<file path="src/rtl/spi_secondary_mode_if.sv">
// spi_secondary_mode_if: SPI pins plus RX/TX word handshakes of the SPI secondary
interface spi_secondary_mode_if #(
  parameter int WORD_BITS = 8
);
  logic                 sck;
  logic                 cs_n;
  logic                 in_bit;
  logic                 out_bit;
  logic                 out_en;
  logic [1:0]           mode;
  logic [WORD_BITS-1:0] rx_data;
  logic                 rx_valid;
  logic                 rx_ready;
  logic                 rx_overrun;
  logic [WORD_BITS-1:0] tx_data;
  logic                 tx_valid;
  logic                 tx_ready;
  logic                 tx_underrun;
  logic                 frame_error;
  modport slave (
    input  sck, cs_n, in_bit, mode, rx_ready, tx_data, tx_valid,
    output out_bit, out_en, rx_data, rx_valid, rx_overrun, tx_ready, tx_underrun, frame_error
  );
  modport master (
    output sck, cs_n, in_bit, mode, rx_ready, tx_data, tx_valid,
    input  out_bit, out_en, rx_data, rx_valid, rx_overrun, tx_ready, tx_underrun, frame_error
  );
endinterface

</file>
<file path="src/rtl/spi_secondary_mode.sv">
// spi_secondary_mode: oversampled SPI secondary, modes 0-3, selectable bit order, valid/ready word handshakes
module spi_secondary_mode #(
  parameter int                   WORD_BITS   = 8,
  parameter bit                   MSB_FIRST   = 1'b1,
  parameter int                   SYNC_STAGES = 2,
  parameter logic [WORD_BITS-1:0] TX_IDLE     = '1
) (
  input logic                 clk,
  input logic                 rst_n,
  spi_secondary_mode_if.slave bus
);
  localparam int CW = $clog2(WORD_BITS);
  typedef enum logic {IDLE, ACTIVE} state_e;
  state_e                 state_q, state_d;
  logic [SYNC_STAGES-1:0] sck_q, cs_q, din_q;
  logic                   sck_prev_q, cs_prev_q;
  logic [1:0]             mode_q, mode_d;
  logic [CW-1:0]          cnt_q, cnt_d;
  logic [WORD_BITS-1:0]   tx_sh_q, tx_sh_d, rx_sh_q, rx_sh_d, rx_data_q, rx_data_d;
  logic                   done_q, done_d, out_bit_q, out_bit_d, out_en_q, out_en_d;
  logic                   rx_valid_q, rx_valid_d, rx_ovr_q, rx_ovr_d;
  logic                   tx_rdy_q, tx_rdy_d, tx_unr_q, tx_unr_d, ferr_q, ferr_d;
  logic                   sck_s, cs_s, din_s, cs_fall, cs_rise, edge_v, sample, present, load;
  logic [WORD_BITS-1:0]   tx_word;
  function automatic logic first_bit(input logic [WORD_BITS-1:0] w);
    return MSB_FIRST ? w[WORD_BITS-1] : w[0];
  endfunction
  function automatic logic [WORD_BITS-1:0] shift_out(input logic [WORD_BITS-1:0] w);
    return MSB_FIRST ? {w[WORD_BITS-2:0], 1'b0} : {1'b0, w[WORD_BITS-1:1]};
  endfunction
  assign sck_s   = sck_q[SYNC_STAGES-1];
  assign cs_s    = cs_q[SYNC_STAGES-1];
  assign din_s   = din_q[SYNC_STAGES-1];
  assign cs_fall = (state_q == IDLE) && !cs_s && cs_prev_q;
  assign cs_rise = (state_q == ACTIVE) && cs_s && !cs_prev_q;
  // a chip-select rise in the same cycle swallows any sck edge
  assign edge_v  = (state_q == ACTIVE) && !cs_rise && (sck_s ^ sck_prev_q);
  assign sample  = edge_v && ((sck_s != mode_q[1]) ^ mode_q[0]);
  assign present = edge_v && !((sck_s != mode_q[1]) ^ mode_q[0]);
  assign load    = cs_fall || (done_q && (state_q == ACTIVE) && !cs_rise);
  assign tx_word = bus.tx_valid ? bus.tx_data : TX_IDLE;
  always_comb begin
    state_d    = state_q;
    mode_d     = mode_q;
    cnt_d      = cnt_q;
    tx_sh_d    = load ? tx_word : tx_sh_q;
    rx_sh_d    = rx_sh_q;
    rx_data_d  = done_q ? rx_sh_q : rx_data_q;
    rx_valid_d = done_q || (rx_valid_q && !bus.rx_ready);
    rx_ovr_d   = done_q && rx_valid_q && !bus.rx_ready;
    tx_rdy_d   = load && bus.tx_valid;
    tx_unr_d   = load && !bus.tx_valid;
    done_d     = 1'b0;
    out_bit_d  = out_bit_q;
    out_en_d   = out_en_q;
    ferr_d     = 1'b0;
    if (cs_fall) begin
      state_d   = ACTIVE;
      mode_d    = bus.mode;
      cnt_d     = '0;
      out_en_d  = 1'b1;
      out_bit_d = bus.mode[0] ? out_bit_q : first_bit(tx_word);
      tx_sh_d   = bus.mode[0] ? tx_word : shift_out(tx_word);
    end
    if (cs_rise) begin
      state_d   = IDLE;
      out_en_d  = 1'b0;
      out_bit_d = 1'b0;
      ferr_d    = cnt_q != '0;
      cnt_d     = '0;
    end
    if (present) begin
      out_bit_d = first_bit(tx_sh_q);
      tx_sh_d   = shift_out(tx_sh_q);
    end
    if (sample) begin
      rx_sh_d = MSB_FIRST ? {rx_sh_q[WORD_BITS-2:0], din_s} : {din_s, rx_sh_q[WORD_BITS-1:1]};
      done_d  = cnt_q == CW'(WORD_BITS - 1);
      cnt_d   = done_d ? '0 : cnt_q + 1'b1;
    end
  end
  always_ff @(posedge clk or negedge rst_n) begin
    if (!rst_n) begin
      sck_q      <= '0;
      cs_q       <= '1;
      din_q      <= '0;
      sck_prev_q <= 1'b0;
      cs_prev_q  <= 1'b1;
      state_q    <= IDLE;
      mode_q     <= '0;
      cnt_q      <= '0;
      tx_sh_q    <= '0;
      rx_sh_q    <= '0;
      rx_data_q  <= '0;
      done_q     <= 1'b0;
      out_bit_q  <= 1'b0;
      out_en_q   <= 1'b0;
      rx_valid_q <= 1'b0;
      rx_ovr_q   <= 1'b0;
      tx_rdy_q   <= 1'b0;
      tx_unr_q   <= 1'b0;
      ferr_q     <= 1'b0;
    end else begin
      sck_q      <= {sck_q[SYNC_STAGES-2:0], bus.sck};
      cs_q       <= {cs_q[SYNC_STAGES-2:0], bus.cs_n};
      din_q      <= {din_q[SYNC_STAGES-2:0], bus.in_bit};
      sck_prev_q <= sck_s;
      cs_prev_q  <= cs_s;
      state_q    <= state_d;
      mode_q     <= mode_d;
      cnt_q      <= cnt_d;
      tx_sh_q    <= tx_sh_d;
      rx_sh_q    <= rx_sh_d;
      rx_data_q  <= rx_data_d;
      done_q     <= done_d;
      out_bit_q  <= out_bit_d;
      out_en_q   <= out_en_d;
      rx_valid_q <= rx_valid_d;
      rx_ovr_q   <= rx_ovr_d;
      tx_rdy_q   <= tx_rdy_d;
      tx_unr_q   <= tx_unr_d;
      ferr_q     <= ferr_d;
    end
  end
  assign bus.out_bit     = out_bit_q;
  assign bus.out_en      = out_en_q;
  assign bus.rx_data     = rx_data_q;
  assign bus.rx_valid    = rx_valid_q;
  assign bus.rx_overrun  = rx_ovr_q;
  assign bus.tx_ready    = tx_rdy_q;
  assign bus.tx_underrun = tx_unr_q;
  assign bus.frame_error = ferr_q;
endmodule
</file>
<file path="src/flat_wrapper.sv">
// flat-port wrapper written by rule: the top's interface ports become plain ports
module spi_secondary_mode_flat 
#(
  parameter int                   WORD_BITS   = 8,
  parameter bit                   MSB_FIRST   = 1'b1,
  parameter int                   SYNC_STAGES = 2,
  parameter logic [WORD_BITS-1:0] TX_IDLE     = '1
)
  (clk, rst_n, bus_sck, bus_cs_n, bus_in_bit, bus_mode, bus_rx_ready, bus_tx_data, bus_tx_valid, bus_out_bit, bus_out_en, bus_rx_data, bus_rx_valid, bus_rx_overrun, bus_tx_ready, bus_tx_underrun, bus_frame_error);
  spi_secondary_mode_if #(.WORD_BITS(WORD_BITS)) bus_i ();
  input logic clk;
  input logic rst_n;
  input wire logic [$bits(bus_i.sck)-1:0] bus_sck;
  input wire logic [$bits(bus_i.cs_n)-1:0] bus_cs_n;
  input wire logic [$bits(bus_i.in_bit)-1:0] bus_in_bit;
  input wire logic [$bits(bus_i.mode)-1:0] bus_mode;
  input wire logic [$bits(bus_i.rx_ready)-1:0] bus_rx_ready;
  input wire logic [$bits(bus_i.tx_data)-1:0] bus_tx_data;
  input wire logic [$bits(bus_i.tx_valid)-1:0] bus_tx_valid;
  output wire logic [$bits(bus_i.out_bit)-1:0] bus_out_bit;
  output wire logic [$bits(bus_i.out_en)-1:0] bus_out_en;
  output wire logic [$bits(bus_i.rx_data)-1:0] bus_rx_data;
  output wire logic [$bits(bus_i.rx_valid)-1:0] bus_rx_valid;
  output wire logic [$bits(bus_i.rx_overrun)-1:0] bus_rx_overrun;
  output wire logic [$bits(bus_i.tx_ready)-1:0] bus_tx_ready;
  output wire logic [$bits(bus_i.tx_underrun)-1:0] bus_tx_underrun;
  output wire logic [$bits(bus_i.frame_error)-1:0] bus_frame_error;
  assign bus_i.sck = bus_sck;
  assign bus_i.cs_n = bus_cs_n;
  assign bus_i.in_bit = bus_in_bit;
  assign bus_i.mode = bus_mode;
  assign bus_i.rx_ready = bus_rx_ready;
  assign bus_i.tx_data = bus_tx_data;
  assign bus_i.tx_valid = bus_tx_valid;
  assign bus_out_bit = bus_i.out_bit;
  assign bus_out_en = bus_i.out_en;
  assign bus_rx_data = bus_i.rx_data;
  assign bus_rx_valid = bus_i.rx_valid;
  assign bus_rx_overrun = bus_i.rx_overrun;
  assign bus_tx_ready = bus_i.tx_ready;
  assign bus_tx_underrun = bus_i.tx_underrun;
  assign bus_frame_error = bus_i.frame_error;
  spi_secondary_mode #(.WORD_BITS(WORD_BITS), .MSB_FIRST(MSB_FIRST), .SYNC_STAGES(SYNC_STAGES), .TX_IDLE(TX_IDLE)) u_core (.clk(clk), .rst_n(rst_n), .bus(bus_i));
endmodule
</file>
<file path="config.mk">
export PLATFORM = sky130hd
export DESIGN_NAME = spi_secondary_mode_flat
export DESIGN_NICKNAME = d
export VERILOG_FILES = /design/src/rtl/spi_secondary_mode_if.sv /design/src/rtl/spi_secondary_mode.sv /design/src/flat_wrapper.sv
export SDC_FILE = /design/constraint.sdc
export NUM_CORES = 1
export LEC_CHECK = 0
export CORE_UTILIZATION = 40
export CTS_BUF_LIST = sky130_fd_sc_hd__clkbuf_2 sky130_fd_sc_hd__clkbuf_4 sky130_fd_sc_hd__clkbuf_8
export CTS_CLUSTER_DIAMETER = 120
export DETAILED_ROUTE_END_ITERATION = 16
export PLACE_DENSITY = 0.74
export SLEW_MARGIN = 20
export SYNTH_ARGS = -nofsm -noshare
export SYNTH_HDL_FRONTEND = slang
export SYNTH_SLANG_ARGS = --single-unit
</file>
<file path="constraint.sdc">
create_clock -name clk -period 2.1 [get_ports clk]
set_input_delay 0.63 -clock clk [delete_from_list [all_inputs] [get_ports clk]]
set_output_delay 0.63 -clock clk [all_outputs]
set_load 0.02 [all_outputs]
</file>
==> tab_implementation.tex, run 1 <==
\begin{tabular}{lr}
\hline
Metric & Value \\
\hline
\multicolumn{2}{l}{\textbf{Global routing}} \\
GRT Total Usage & 14.4\% \\
Number of global-route vias before repair & 1315 \\
Grt ovf & 0 \\
Initial antenna violation count & 0 \\
Maximum number of pins on one net before global-route repair & 26 \\
Wire length of the first global-routing pass & 5750 µm \\
\multicolumn{2}{l}{\textbf{Timing}} \\
Worst setup skew after layout & 0.00568 ns \\
Unrepaired setup endpoints after global routing & false \\
Actual slew at the worst max-slew pin & 0.477 ns \\
Worst max-slew margin expressed relative to the limit & 68.2\% \\
Clock period minus worst slack & 1.94 ns \\
Final count of negative-setup-slack endpoints & 0 \\
Fraction of the cycle the final worst path needs & 92.2\% \\
Achievable clock frequency & 516 MHz \\
Count of final hold-check violations & 0 \\
Worst hold slack after final layout & 0.289 ns \\
Pins over their slew limit & 0 \\
\multicolumn{2}{l}{\textbf{Hold path}} \\
Min-delay worst type & in2async \\
\multicolumn{2}{l}{\textbf{Synthesis}} \\
Cell variety after synth & 34 \\
Total nets after synthesis & 171 \\
Seq cells post-synth & 45 \\
Synthesized instance count & 151 \\
Mean cell area of the mapped netlist & 12.9 µm² \\
Fraction of synthesis flops using an asynchronous set or reset pin & 100\% \\
Number of flops mapped to enable cells by yosys & 0 \\
Netlist area before placement & 0.00194 mm² \\
Total of warnings raised by yosys & 0 \\
Proportion of synthesized chip area in sequential cells & 58.1\% \\
Leading register cell type out of synthesis & sky130\_fd\_sc\_hd\_\_dfrtp\_1 \\
\multicolumn{2}{l}{\textbf{Cells and area}} \\
Layout filler cell count & 390 \\
Count of antenna diodes in the layout & 0 \\
Layout cell share with drive strength beyond 1 & 20.2\% \\
Layout Area Growth over Synthesis & 25.2\% \\
Final net count & 207 \\
Final core utilization & 54.0\% \\
Finished Cell Area & 0.00243 mm² \\
\multicolumn{2}{l}{\textbf{Power and ir drop}} \\
Portion of total power attributed to combinational logic & 20.7\% \\
Switching portion of total power & 25.8\% \\
Cell internal pwr & 1.73 mW \\
Switching power & 0.603 mW \\
Leakage dissipation & 1.10 nW \\
Fraction of power consumed by sequential logic & 50.9\% \\
Worst supply voltage drop on vdd & 0.000437 V \\
Power per unit of standard cell area & 960 mW/mm² \\
Fraction of power consumed by the clock network & 28.4\% \\
\multicolumn{2}{l}{\textbf{Detailed routing}} \\
Number of design-rule violations left by the first detailed-router iteration & 67 \\
Via total after detailed routing & 1242 \\
Pre-Repair DR Iteration Count & 5 \\
Post-detailed-route wirelength per cell & 13.0 µm \\
Routed via count divided by cell count & 5.18 \\
WL final & 3130 µm \\
DRC violations left & 0 \\
Number of nets with antenna violations after detailed routing & 0 \\
\multicolumn{2}{l}{\textbf{Clocking}} \\
TritonCTS Sinks & 45 \\
Number of H-tree levels & 2 \\
Post-CTS resize count & 0 \\
TritonCTS clock tree & done \\
Post-cts hold buffer count & 0 \\
Cell chosen for the clock root & sky130\_fd\_sc\_hd\_\_clkbuf\_8 \\
Postcts setup bufs & 0 \\
Clock Latency Late Sink & 0.29 ns \\
Clock transition at the registers of the reported paths & 0.08 ns \\
Clock buffers created by TritonCTS & 5 \\
Clock Tree Buf Depth & 2 \\
\multicolumn{2}{l}{\textbf{Status}} \\
Outcome & finished, final reports clean \\
\multicolumn{2}{l}{\textbf{Floorplan}} \\
Floorplan die area & 0.00514 mm² \\
Core area & 0.00450 mm² \\
Die outline width & 71.7 µm \\
Count of pins on the block boundary & 32 \\
Die boundary height & 71.7 µm \\
Initial cell density of the core & 43.1\% \\
Std-Cell Rows & 24 \\
\multicolumn{2}{l}{\textbf{Critical path}} \\
Critical Path Sink Type & flop \\
CP Launch Type & flop \\
Critical register-to-register path startpoint & u\_core.cs\_prev\_q \\
Worst setup path class & reg2reg \\
Required time of the worst setup path & 2.31 ns \\
Setup slack of the worst register-to-register path & 0.16 ns \\
Cell count of the worst reg-to-reg path & 5 \\
Reg2reg end & u\_core.cnt\_q[0] \\
Top fanout value on the critical path & 9 \\
Worst Path Arrival & 2.14 ns \\
\multicolumn{2}{l}{\textbf{Place}} \\
Weighted congestion at the end of routability-driven global placement & 0.726 \\
Count of input and output buffers & 31 \\
Placement Cell Area & 0.00231 mm² \\
Hpwl dp & 2320 µm \\
\multicolumn{2}{l}{\textbf{Job}} \\
Maximum Capacitance Violations & 0 \\
\hline
\end{tabular}
## metal layers
layer  share of wire (%)  GRT usage, %  vias to the layer above
met4                 1.8          6.10                        0
met1                  42          17.6                      620
li1                    -             -                      588
met2                  51          23.7                       27
met3                 4.4          4.36                        7
met5                   0             0                        -
## sequential cells by signal (all words and copies together) (netlist names), 2 cells and up
name	cells
u_core.tx_sh_q	8
u_core.cs_q	2
u_core.din_q	2
u_core.cnt_q	3
u_core.sck_q	2
u_core.rx_sh_q	8
u_core.bus.rx_data	8
u_core.mode_q	2
## worst max-delay path, stage by stage (launching register included)
cell and delay (ns):
sky130_fd_sc_hd__dfstp_2 0.58, sky130_fd_sc_hd__and2b_1 0.25, sky130_fd_sc_hd__and4bb_1 0.58, sky130_fd_sc_hd__buf_4 0.23, sky130_fd_sc_hd__nand2b_1 0.06, sky130_fd_sc_hd__o22ai_1 0.16
## worst max path at each step
stage                           from                 to  slack (ns)  cells past startpoint
floorplan           u_core.cs_prev_q  u_core.rx_sh_q[3]        0.39                      5
global placement         bus_mode[0]  u_core.tx_sh_q[6]      -0.002                      6
detailed placement       bus_mode[0]  u_core.tx_sh_q[1]       -0.05                      6
CTS                 u_core.cs_prev_q    u_core.cnt_q[0]        0.16                      5
global route        u_core.cs_prev_q    u_core.cnt_q[0]        0.02                      5
finish              u_core.cs_prev_q    u_core.cnt_q[0]        0.16                      5
## cells by family after synthesis
family,share of synthesized area [%]
buffers and inverters,3.99
multiplexers,15.8
flip-flops,58.1
XOR/XNOR,1.67
AO/OA/AOI/OAI,5.86
adder cells (fa/ha/maj),1.93
AND/OR/NAND/NOR,12.6
## power by group through the flow
stage	Combinational [mW]	Clock, mW	Sequential, mW
6_report	0.484	0.663	1.19
3_3_place_gp	0.462	0	1.19
4_1_cts	0.491	0.686	1.19
2_1_floorplan	0.343	0	1.18
5_1_grt	0.541	0.722	1.21
3_5_place_dp	0.487	0	1.21
## stage by stage
step	setup WS, ns	std cells	setup TNS (ns)	total power [mW]
3_5_place_dp	-0.0521	232	-0.182	1.69
2_1_floorplan	0.394	151	0	1.53
5_1_grt	0.0240	240	0	2.48
3_3_place_gp	-0.00157	232	-0.00157	1.65
4_1_cts	0.159	240	0	2.37
6_report	0.164	240	0	2.34
## cells in the mapped netlist, drive strengths merged (2+ instances only)
cell type	instances	area share [%]
o31ai	7	2.7
mux2	18	11
nor2	9	1.7
and3	8	2.6
nor4b	2	2.0
mux2i	9	4.6
nand2	15	2.9
dfrtp	42	54
clkbuf	2	0.39
buf	6	2.6
inv	5	0.97
ha	3	1.9
a21oi	3	0.77
dfstp	3	4.1
o21ai	5	1.3
and2	2	0.64
## placed cells by master (no fill, tap or decap), drive strengths merged, types with 2 or more instances in the layout
cell type	count
a21oi	3
and2	2
and3	8
buf	7
clkbuf	7
clkdlybuf4s50	30
dfrtp	42
dfstp	3
ha	3
inv	5
mux2	18
mux2i	9
nand2	15
nor2	9
nor4b	2
o21ai	5
o31ai	7
## area by class of cell
cell class	instances	area, µm²	share of cell area (%)
Tap cell	52	65.1	2.67
Sequential cell	45	1130	46.5
Clock buffer	7	90.1	3.70
Clock inverter	1	30.0	1.23
Timing Repair Buffer	37	363	14.9
Multi-Input combinational cell	93	736	30.2
Inverter	5	18.8	0.772
No activity file was read; power rests on OpenSTA's default activity.
==> run 2, diff against run 1 <==
--- a/config.mk
+++ b/config.mk
@@ -6,4 +6,6 @@
 export NUM_CORES = 1
 export LEC_CHECK = 0
+export ABC_AREA = 0
+export CAP_MARGIN = 20
 export CORE_UTILIZATION = 40
 export CTS_BUF_LIST = sky130_fd_sc_hd__clkbuf_2 sky130_fd_sc_hd__clkbuf_4 sky130_fd_sc_hd__clkbuf_8
==> constraint.sdc (replaced) <==
create_clock -name clk -period 2.1 [get_ports clk]
set_input_delay 0.63 -clock clk [delete_from_list [all_inputs] [get_ports clk]]
set_output_delay 0.63 -clock clk [all_outputs]
set_load 0.1 [all_outputs]
==> run 2 against run 1 <==
- final cell count down 0.42%
- highest routed layer is now met3
- largest power group unchanged
- first-iteration DRC count is 30% higher
- critical path type unchanged
- clock skew is 0.0017 ns higher
==> tab_implementation.tex, run 2 (same netlist as run 1, synthesis figures left out) <==
\begin{tabular}{lr}
\hline
Metric & Value \\
\hline
\multicolumn{2}{l}{\textbf{Detailed routing}} \\
Number of design-rule violations left by the first detailed-router iteration & 87 (was 67) \\
Post-detailed-route wirelength per cell & 13.5 µm (was 13.0 µm) \\
Routed via count divided by cell count & 5.16 (was 5.18) \\
DRC violations left & 0 (unchanged) \\
WL final & 3230 µm (was 3130 µm) \\
Pre-Repair DR Iteration Count & 4 (was 5) \\
Via total after detailed routing & 1234 (was 1242) \\
Number of nets with antenna violations after detailed routing & 0 (unchanged) \\
\multicolumn{2}{l}{\textbf{Critical path}} \\
CP Launch Type & flop (unchanged) \\
Required time of the worst setup path & 2.31 ns (about the same) \\
CP Cell Sequence & xor3\_1 > and4bb\_1 > buf\_4 > nand2b\_1 > o22ai\_1 (was and2b\_1 > and4bb\_1 > buf\_4 > nand2b\_1 > o22ai\_1) \\
Total stage count of the critical path & 5 (unchanged) \\
Critical Path Sink Type & flop (unchanged) \\
Worst Path Arrival & 2.18 ns (was 2.14 ns) \\
Top fanout value on the critical path & 9 (unchanged) \\
Worst setup path class & reg2reg (unchanged) \\
CP max stage cell & sky130\_fd\_sc\_hd\_\_and4bb\_1 (was sky130\_fd\_sc\_hd\_\_dfstp\_2) \\
Cell count of the worst reg-to-reg path & 5 (unchanged) \\
Buffers plus inverters on the worst setup path & 1 (unchanged) \\
Largest incremental delay on the critical path & 0.54 ns (was 0.58 ns) \\
CP top delay family & simple AND/OR/NAND/NOR gates (unchanged) \\
\multicolumn{2}{l}{\textbf{Timing}} \\
Total negative setup slack & 0 ns (unchanged) \\
Worst max-slew margin expressed relative to the limit & 63.7\% (was 68.2\%) \\
Count of final hold-check violations & 0 (unchanged) \\
Fraction of the cycle the final worst path needs & 93.5\% (was 92.2\%) \\
Worst setup skew after layout & 0.00742 ns (was 0.00568 ns) \\
Actual slew at the worst max-slew pin & 0.544 ns (was 0.477 ns) \\
Achievable clock frequency & 509 MHz (was 516 MHz) \\
Clock period minus worst slack & 1.96 ns (was 1.94 ns) \\
Worst hold slack after final layout & 0.312 ns (was 0.289 ns) \\
Final count of negative-setup-slack endpoints & 0 (unchanged) \\
Unrepaired setup endpoints after global routing & false (unchanged) \\
Pins over their slew limit & 0 (unchanged) \\
\multicolumn{2}{l}{\textbf{Cells and area}} \\
Most frequent standard cell in the layout excluding fill and tap cells & sky130\_fd\_sc\_hd\_\_dfrtp\_1 (unchanged) \\
Final core utilization & 56.4\% (was 54.0\%) \\
Final net count & 206 (was 207) \\
Non-filler instance count after layout & 239 (was 240) \\
Layout cell share with drive strength beyond 1 & 28.3\% (was 20.2\%) \\
Layout Area Growth over Synthesis & 30.7\% (was 25.2\%) \\
Finished Cell Area & 0.00254 mm² (was 0.00243 mm²) \\
Count of antenna diodes in the layout & 0 (unchanged) \\
Most frequent cells in the layout & 41 x sky130\_fd\_sc\_hd\_\_dfrtp\_1, 15 x sky130\_fd\_sc\_hd\_\_nand2\_1, 15 x sky130\_fd\_sc\_hd\_\_clkdlybuf4s50\_1, 15 x sky130\_fd\_sc\_hd\_\_buf\_12, 14 x sky130\_fd\_sc\_hd\_\_mux2\_2 (was 42 x sky130\_fd\_sc\_hd\_\_dfrtp\_1, 30 x sky130\_fd\_sc\_hd\_\_clkdlybuf4s50\_1, 15 x sky130\_fd\_sc\_hd\_\_nand2\_1) \\
\multicolumn{2}{l}{\textbf{Clocking}} \\
Number of H-tree levels & 2 (unchanged) \\
Clock Latency Late Sink & 0.29 ns (about the same) \\
Postcts setup bufs & 0 (unchanged) \\
TritonCTS clock tree & done (unchanged) \\
Clock Tree Buf Depth & 2 (unchanged) \\
Cell chosen for the clock root & sky130\_fd\_sc\_hd\_\_clkbuf\_8 (unchanged) \\
Clock buffers created by TritonCTS & 5 (unchanged) \\
Clock transition at the registers of the reported paths & 0.08 ns (about the same) \\
TritonCTS Sinks & 45 (unchanged) \\
Post-CTS resize count & 0 (unchanged) \\
Post-cts hold buffer count & 0 (unchanged) \\
\multicolumn{2}{l}{\textbf{Floorplan}} \\
Die outline width & 71.7 µm (unchanged) \\
Count of pins on the block boundary & 32 (unchanged) \\
Core area & 0.00450 mm² (unchanged) \\
Std-Cell Rows & 24 (unchanged) \\
Initial cell density of the core & 43.1\% (unchanged) \\
Floorplan die area & 0.00514 mm² (unchanged) \\
Die boundary height & 71.7 µm (unchanged) \\
\multicolumn{2}{l}{\textbf{Global routing}} \\
Initial antenna violation count & 0 (unchanged) \\
Maximum number of pins on one net before global-route repair & 26 (unchanged) \\
Number of global-route vias before repair & 1305 (was 1315) \\
Grt ovf & 0 (unchanged) \\
GRT Total Usage & 14.8\% (was 14.4\%) \\
Wire length of the first global-routing pass & 5820 µm (was 5750 µm) \\
\multicolumn{2}{l}{\textbf{Place}} \\
Number of placed cells counting well taps & 231 (was 232) \\
Count of input and output buffers & 31 (unchanged) \\
Weighted congestion at the end of routability-driven global placement & 0.757 (was 0.726) \\
Placement Cell Area & 0.00244 mm² (was 0.00231 mm²) \\
Hpwl dp & 2410 µm (was 2320 µm) \\
\multicolumn{2}{l}{\textbf{Hold path}} \\
Min-delay worst type & in2async (unchanged) \\
\multicolumn{2}{l}{\textbf{Power and ir drop}} \\
Power per unit of standard cell area & 929 mW/mm² (was 960 mW/mm²) \\
Worst supply voltage drop on vdd & 0.000589 V (was 0.000437 V) \\
Leakage dissipation & 1.16 nW (was 1.10 nW) \\
\multicolumn{2}{l}{\textbf{Status}} \\
Outcome & finished, final reports clean (unchanged) \\
\multicolumn{2}{l}{\textbf{Job}} \\
Maximum Capacitance Violations & 0 (unchanged) \\
\hline
\end{tabular}
## run 2: cell types whose count changed in the layout (fill, tap and decap cells not counted)
cell and delta:
sky130_fd_sc_hd__clkinv_2 +1, sky130_fd_sc_hd__clkinv_4 +1, sky130_fd_sc_hd__dfrtp_2 +1, sky130_fd_sc_hd__bufinv_16 -1
sky130_fd_sc_hd__dfrtp_1 -1, sky130_fd_sc_hd__clkbuf_4 -1, sky130_fd_sc_hd__buf_12 +14, sky130_fd_sc_hd__clkdlybuf4s50_1 -15
## run 2: final cells by class
class | instances | area, µm²
multi-input combinational | 93 | 736
timing repair buffer | 36 | 493
clock inverter | 2 | 13.8
inverter | 5 | 18.8
fill | 377 | 1960
tap | 52 | 65.1
sequential | 45 | 1130
clock buffer | 6 | 82.6
## run 2: path summary, 6_finish.rpt
path,slack [ns],start,endpoint
max in group asynchronous,1.13,rst_n,u_core.rx_sh_q[6]
worst min register to register,0.36,u_core.sck_q[0],u_core.sck_q[1]
min in group clk,0.36,u_core.sck_q[0],u_core.sck_q[1]
worst max register to register,0.14,u_core.sck_q[1],u_core.cnt_q[0]
worst min-delay path,0.31,rst_n,u_core.sck_q[1]
worst max-delay path,0.14,u_core.sck_q[1],u_core.cnt_q[0]
## run 2: through the flow
step	total power [mW]	setup WS, ns
2_1_floorplan	1.62	0.247
3_3_place_gp	1.78	0.0000646
3_5_place_dp	1.83	-0.0872
4_1_cts	2.38	0.147
5_1_grt	2.49	0.0298
6_report	2.36	0.137
## run 2: power breakdown
| part | internal, mW | switching (mW) | leakage, nW |
|---|---|---|---|
| Combinational | 0.298 | 0.307 | 0.540 |
| Clock | 0.266 | 0.279 | 0.0512 |
| Sequential | 1.06 | 0.147 | 0.566 |
| Total | 1.63 | 0.733 | 1.16 |
## run 2: metal layers
metal / vias to the layer above / global-route usage [%] / routed length (µm)
met3: 0 / 4.22 / 128
met5: - / 0 / 0
met4: 0 / 7.19 / 0
met1: 621 / 18.5 / 1360
li1: 589 / - / -
met2: 24 / 23.7 / 1740
==> run 3, diff against run 2 <==
- CAP_MARGIN: 20 -> 25
- SKIP_CTS_REPAIR_TIMING: default -> 1
- SLEW_MARGIN: 20 -> 40
==> results of run 3 <==
No change in the layout: final DEF, timing and power equal those of run 2.
